[src/rtl/gene_stream_loader.sv]
// gene_stream_loader: loads reference B into a parallel register, buffers query A,
// then replays A gap-free one base per cycle with start/stop framing.
module gene_stream_loader #(
  parameter int B_LEN = 64,
  parameter int A_MAX = 256,
  parameter int LEN_W = 16
) (
  input  logic               i_clk,
  input  logic               i_rst_n,
  input  logic               i_cfg_valid,
  input  logic [LEN_W-1:0]   i_a_len,
  input  logic               i_abort,
  input  logic               i_in_valid,
  output logic               o_in_ready,
  input  logic [1:0]         i_in_base,
  output logic [2*B_LEN-1:0] o_B,
  output logic [1:0]         o_A,
  output logic               o_start,
  output logic               o_stop,
  output logic               o_busy,
  output logic               o_done,
  output logic               o_err
);
  localparam int CW = $clog2(B_LEN > A_MAX ? B_LEN : A_MAX) + 1;
  localparam int AW = $clog2(A_MAX);
  localparam logic [2:0] IDLE   = 3'd0;
  localparam logic [2:0] LOAD_B = 3'd1;
  localparam logic [2:0] LOAD_A = 3'd2;
  localparam logic [2:0] STREAM = 3'd3;
  localparam logic [2:0] DONE   = 3'd4;
  logic [2:0]    r_state;
  logic [CW-1:0] r_cnt;
  logic [CW-1:0] r_len;
  logic [1:0]    r_mem [A_MAX];
  logic          w_hs;
  logic          w_cfg_ok;
  logic [AW-1:0] w_idx;
  assign w_hs     = i_in_valid & o_in_ready;
  assign w_cfg_ok = (i_a_len != '0) && (i_a_len <= LEN_W'(A_MAX));
  assign w_idx    = r_cnt[AW-1:0];
  // Query buffer has no reset; it is only read after being written in LOAD_A.
  always_ff @(posedge i_clk)
    if (r_state == LOAD_A && w_hs && !i_abort) r_mem[w_idx] <= i_in_base;
  always_ff @(posedge i_clk or negedge i_rst_n) begin
    if (!i_rst_n) begin
      r_state    <= IDLE;
      r_cnt      <= '0;
      r_len      <= '0;
      o_B        <= '0;
      o_A        <= '0;
      o_start    <= 1'b0;
      o_stop     <= 1'b0;
      o_in_ready <= 1'b0;
      o_busy     <= 1'b0;
      o_done     <= 1'b0;
      o_err      <= 1'b0;
    end else begin
      o_err   <= 1'b0;
      o_done  <= 1'b0;
      o_start <= 1'b0;
      o_stop  <= 1'b0;
      o_A     <= '0;
      if (i_abort && r_state != IDLE) begin
        r_state    <= IDLE;
        r_cnt      <= '0;
        o_in_ready <= 1'b0;
        o_busy     <= 1'b0;
      end else begin
        case (r_state)
          IDLE: if (i_cfg_valid && !i_abort) begin
            if (w_cfg_ok) begin
              r_len      <= CW'(i_a_len);
              r_cnt      <= '0;
              r_state    <= LOAD_B;
              o_in_ready <= 1'b1;
              o_busy     <= 1'b1;
            end else o_err <= 1'b1;
          end
          LOAD_B: if (w_hs) begin
            o_B[{r_cnt, 1'b0} +: 2] <= i_in_base;
            r_cnt   <= (r_cnt == CW'(B_LEN - 1)) ? '0 : r_cnt + 1'b1;
            r_state <= (r_cnt == CW'(B_LEN - 1)) ? LOAD_A : LOAD_B;
          end
          LOAD_A: if (w_hs) begin
            r_cnt      <= (r_cnt == r_len - 1'b1) ? '0 : r_cnt + 1'b1;
            r_state    <= (r_cnt == r_len - 1'b1) ? STREAM : LOAD_A;
            o_in_ready <= (r_cnt != r_len - 1'b1);
          end
          STREAM: if (r_cnt == r_len) begin
            r_state <= DONE;
            o_done  <= 1'b1;
          end else begin
            o_A     <= r_mem[w_idx];
            o_start <= (r_cnt == '0);
            o_stop  <= (r_cnt == r_len - 1'b1);
            r_cnt   <= r_cnt + 1'b1;
          end
          DONE: begin
            r_state <= IDLE;
            r_cnt   <= '0;
            o_busy  <= 1'b0;
          end
          default: r_state <= IDLE;
        endcase
      end
    end
  end
endmodule

[config.mk]
export PLATFORM = sky130hd
export DESIGN_NAME = gene_stream_loader
export DESIGN_NICKNAME = d
export VERILOG_FILES = /design/src/rtl/gene_stream_loader.sv
export SDC_FILE = /design/constraint.sdc
export NUM_CORES = 1
export LEC_CHECK = 0
export ABC_AREA = 1
export CAP_MARGIN = 5
export CORE_MARGIN = 2
export CORE_UTILIZATION = 40
export DETAILED_ROUTE_END_ITERATION = 8
export PLACE_DENSITY = 0.54
export SLEW_MARGIN = 20
export SYNTH_ARGS = -nofsm -noshare
export SYNTH_HDL_FRONTEND = slang
export SYNTH_SLANG_ARGS = --single-unit
[constraint.sdc]
create_clock -name i_clk -period 3.31 [get_ports i_clk]
set_clock_uncertainty 0.2 [all_clocks]
set_input_delay 0.331 -clock i_clk [delete_from_list [all_inputs] [get_ports i_clk]]
set_output_delay 0.331 -clock i_clk [all_outputs]
set_load 0.01 [all_outputs]
==> out/qor.yml <==
ys_seq_elements: 669
drtIter0Drc: 2044
arrival_ps: 3410
leakagePower_nw: 14.1
path_clk_slew_ps: 60
internal_power_mw: 15.0
fill_cells: 7048
mostFrequentLayoutCells: "nand2_1 (923), nor2_1 (701), edfxtp_1 (512), o21ai_0 (288), inv_1 (184)"
ir_drop_uv: 409
root_buffer: "clkbuf_16"
layout_commonest_cell: "nand2_1"
first_global_vias: 23000
routed-via-count: 23100
slew_viol_final: 0
postSynthCellCount: 3245
postSynthAreaPerCell_um2: 9.32
grt_max_degree: 176
status: "finished clean"
cap_violations: 0
placedCellCount: 4317
clk_latency_ps: 620
synth_edf_count: 512
synthAdderAreaFrac: 0.00248
p_clk_frac: 0.391
antenna_cells: 0
die_h_um: 279
combPwrFrac: 0.181
timing.hold.ws_ps: 85.8
die_width_um: 279
worst_pin_slew_ps: 922
start_util: 0.405
period_needed_ps: 3120
drt-total-wl_um: 88300
vias_per_cell: 5.19
h-tree-depth: 3
grt_pass1_wl_um: 136000
globalRouteMet1Util: 0.309
cp-start-kind: "flip-flop"
yosys.area_share.simple: 0.249
r2r-start: "r_cnt[1]$_DFFE_PN0P_"
area_growth_pct: 18.4
rsz0062_at_grt: "false"
ys_seq_area_frac: 0.638
grt-ovfl-total: 0
powerDensity_nw_per_um2: 594
cts_made_buffers: 74
cts_sinks: 669
final_nets: 3456
core_um2: 74700
r2r_end: "o_A[1]$_DFF_PN0_"
synth_compound_area_frac: 0.0567
dpl.hpwl_um: 55100
synth_top_family_by_area: "simple AND/OR/NAND/NOR gates"
cts_max_path_buffers: 3
synth.distinct_cells: 42
avgRoutedWirePerCell_um: 19.8
post-route-period-util: 0.944
drive_above_1_share: 0.0777
tritoncts: "built"
grt-busiest-layer: "met2"
setup_viol: 0
power.share.sequential: 0.429
worstHoldPathType: "primary input to async pin"
critPathCaptureType: "flip-flop"
ant_nets: 0
cts_resized: 0
gr-usage-all-layers: 0.227
cp_max_fo: 112
instances_no_fill: 4457
use_met2: 0.378
rr_worst_depth: 13
required_ps: 3600
first_pass_iters: 5
hold_violations: 0
ys_warn_count: 0
antenna_found_initial: 4
port_buffers: 158
yosys_most_used_dff: "edfxtp_1"
p_sw_mw: 6.28
fin_setup_tns_ps: 0
async_flop_share: 0.235
fmax_ghz: 0.320
grt.met3_usage: 0.0292
synth_xor_area_frac: 0.00608
die-area_um2: 77800
swShare: 0.295
std_cell_rows: 100
route.detailed.drc: 0
relSlewSlack: 0.385
rrSetupSlack_ps: 190
synth_area_um2: 30300
gp_congestion: 0.834
path_class: "flip-flop to flip-flop"
synth_fp_nets: 3274
synthMuxAreaShare: 0.00103
ios: 159
## stage by stage
step	cell area (um2)	utilization	setup WS [ps]	power, mW
after floorplan	30300	-	277	11.8
after global placement	33300	0.446	286	13.1
after detailed placement	33300	0.446	225	13.2
after CTS	35800	0.480	217	21.5
after global routing	35800	0.480	4.96	22.3
final	35800	0.480	186	21.3
## synthesized netlist by cell type (2+ instances only)
| cell | number | share of area |
|---|---|---|
| clkbuf_1 | 99 | 0.012 |
| xor2_1 | 10 | 0.0029 |
| nor2_4 | 7 | 0.0026 |
| edfxtp_1 | 512 | 0.51 |
| buf_1 | 19 | 0.0024 |
| a21oi_1 | 4 | 0.00066 |
| buf_6 | 4 | 0.0015 |
| nand2_1 | 924 | 0.11 |
| ha_1 | 6 | 0.0025 |
| o21a_1 | 7 | 0.0017 |
| nor2_2 | 19 | 0.0039 |
| nand2_2 | 7 | 0.0014 |
| o22ai_1 | 8 | 0.0017 |
| nand3b_1 | 3 | 0.00074 |
| nor2_8 | 2 | 0.0013 |
| nand3_1 | 148 | 0.024 |
| buf_2 | 30 | 0.0050 |
| xnor2_1 | 6 | 0.0017 |
| nand4_4 | 3 | 0.0021 |
| inv_1 | 184 | 0.023 |
| nor2_1 | 703 | 0.087 |
| o21ai_0 | 288 | 0.048 |
| dfrtp_1 | 157 | 0.13 |
| clkinv_1 | 8 | 0.00099 |
| mux2i_1 | 2 | 0.00066 |
| nor4_1 | 5 | 0.0010 |
| nand4_1 | 12 | 0.0025 |
| nor3_1 | 13 | 0.0022 |
| or2_0 | 2 | 0.00041 |
| buf_4 | 2 | 0.00050 |
| nand4_2 | 6 | 0.0025 |
| inv_2 | 6 | 0.00074 |
| nand3_2 | 4 | 0.0013 |
| o21ai_1 | 27 | 0.0045 |
## layer usage
layer  vias up  part of all wire
met2       693              0.48
met5         -           0.00015
met1     11300              0.44
li1      11000                 -
met3       146             0.057
met4         2             0.027
## repair_timing
item                                   in CTS  in global routing
hold buffers                                3                  0
endpoints found under the hold margin      85                  0
setup buffers                               0                  0
## cell families (layout without fill, tap and decap cells)
logic type,count (synthesis),count (layout)
mux,3,3
flops,669,669
simple gates,1860,1860
buf+inv,353,596
xor+xnor,18,18
fa+ha+maj,6,6
compound gates,336,336
## worst max-delay path: stages (launching register included)
cell and delay (ps):
dfrtp_4 440, buf_4 240, buf_12 470, nor2_1 110
nand2_1 90, o21ai_0 100, nand2_1 70, nand2_1 50
o21ai_0 450, nand3_1 170, nand2_1 100, nand3_1 90
nor2_1 250, nor2_1 90
## worst max-delay path by stage
| stage | start | to | slack, ps | cells past startpoint |
|---|---|---|---|---|
| after floorplan | r_cnt[0]$_DFFE_PN0P_ | o_B[62]$_DFFE_PN0P_ | 280 | 16 |
| after global placement | r_cnt[0]$_DFFE_PN0P_ | o_A[1]$_DFF_PN0_ | 290 | 13 |
| after detailed placement | r_cnt[0]$_DFFE_PN0P_ | o_A[1]$_DFF_PN0_ | 220 | 13 |
| after CTS | r_cnt[1]$_DFFE_PN0P_ | o_A[1]$_DFF_PN0_ | 220 | 13 |
| after global routing | r_cnt[0]$_DFFE_PN0P_ | r_cnt[0]$_DFFE_PN0P_ | 5 | 11 |
| final | r_cnt[1]$_DFFE_PN0P_ | o_A[1]$_DFF_PN0_ | 190 | 13 |
## final cells by class
type	count	area, um2	area share
Clock buffer	107	2140	0.0597
Clock inverter	30	313	0.00873
Inverter	198	749	0.0209
Multi-Input combinational cell	2223	9560	0.267
Sequential cell	669	19300	0.539
Tap cell	969	1210	0.0338
Timing Repair Buffer	261	2540	0.0709
## power groups by stage
stage	clock (mW)	sequential [mW]	combinational (mW)
CTS	8.49	9.13	3.87
finish	8.32	9.13	3.85
detailed placement	0	9.30	3.85
global placement	0	9.30	3.82
floorplan	0	9.30	2.51
global route	8.82	9.13	4.31
## registers in the layout, summed over array words and instances (netlist names)
register	count
o_in_ready	1
r_cnt	9
o_stop	1
o_start	1
o_A	2
o_busy	1
r_state	3
o_done	1
o_err	1
r_len	9
r_mem	512
o_B	128
Power figures use the tool's default switching activity.
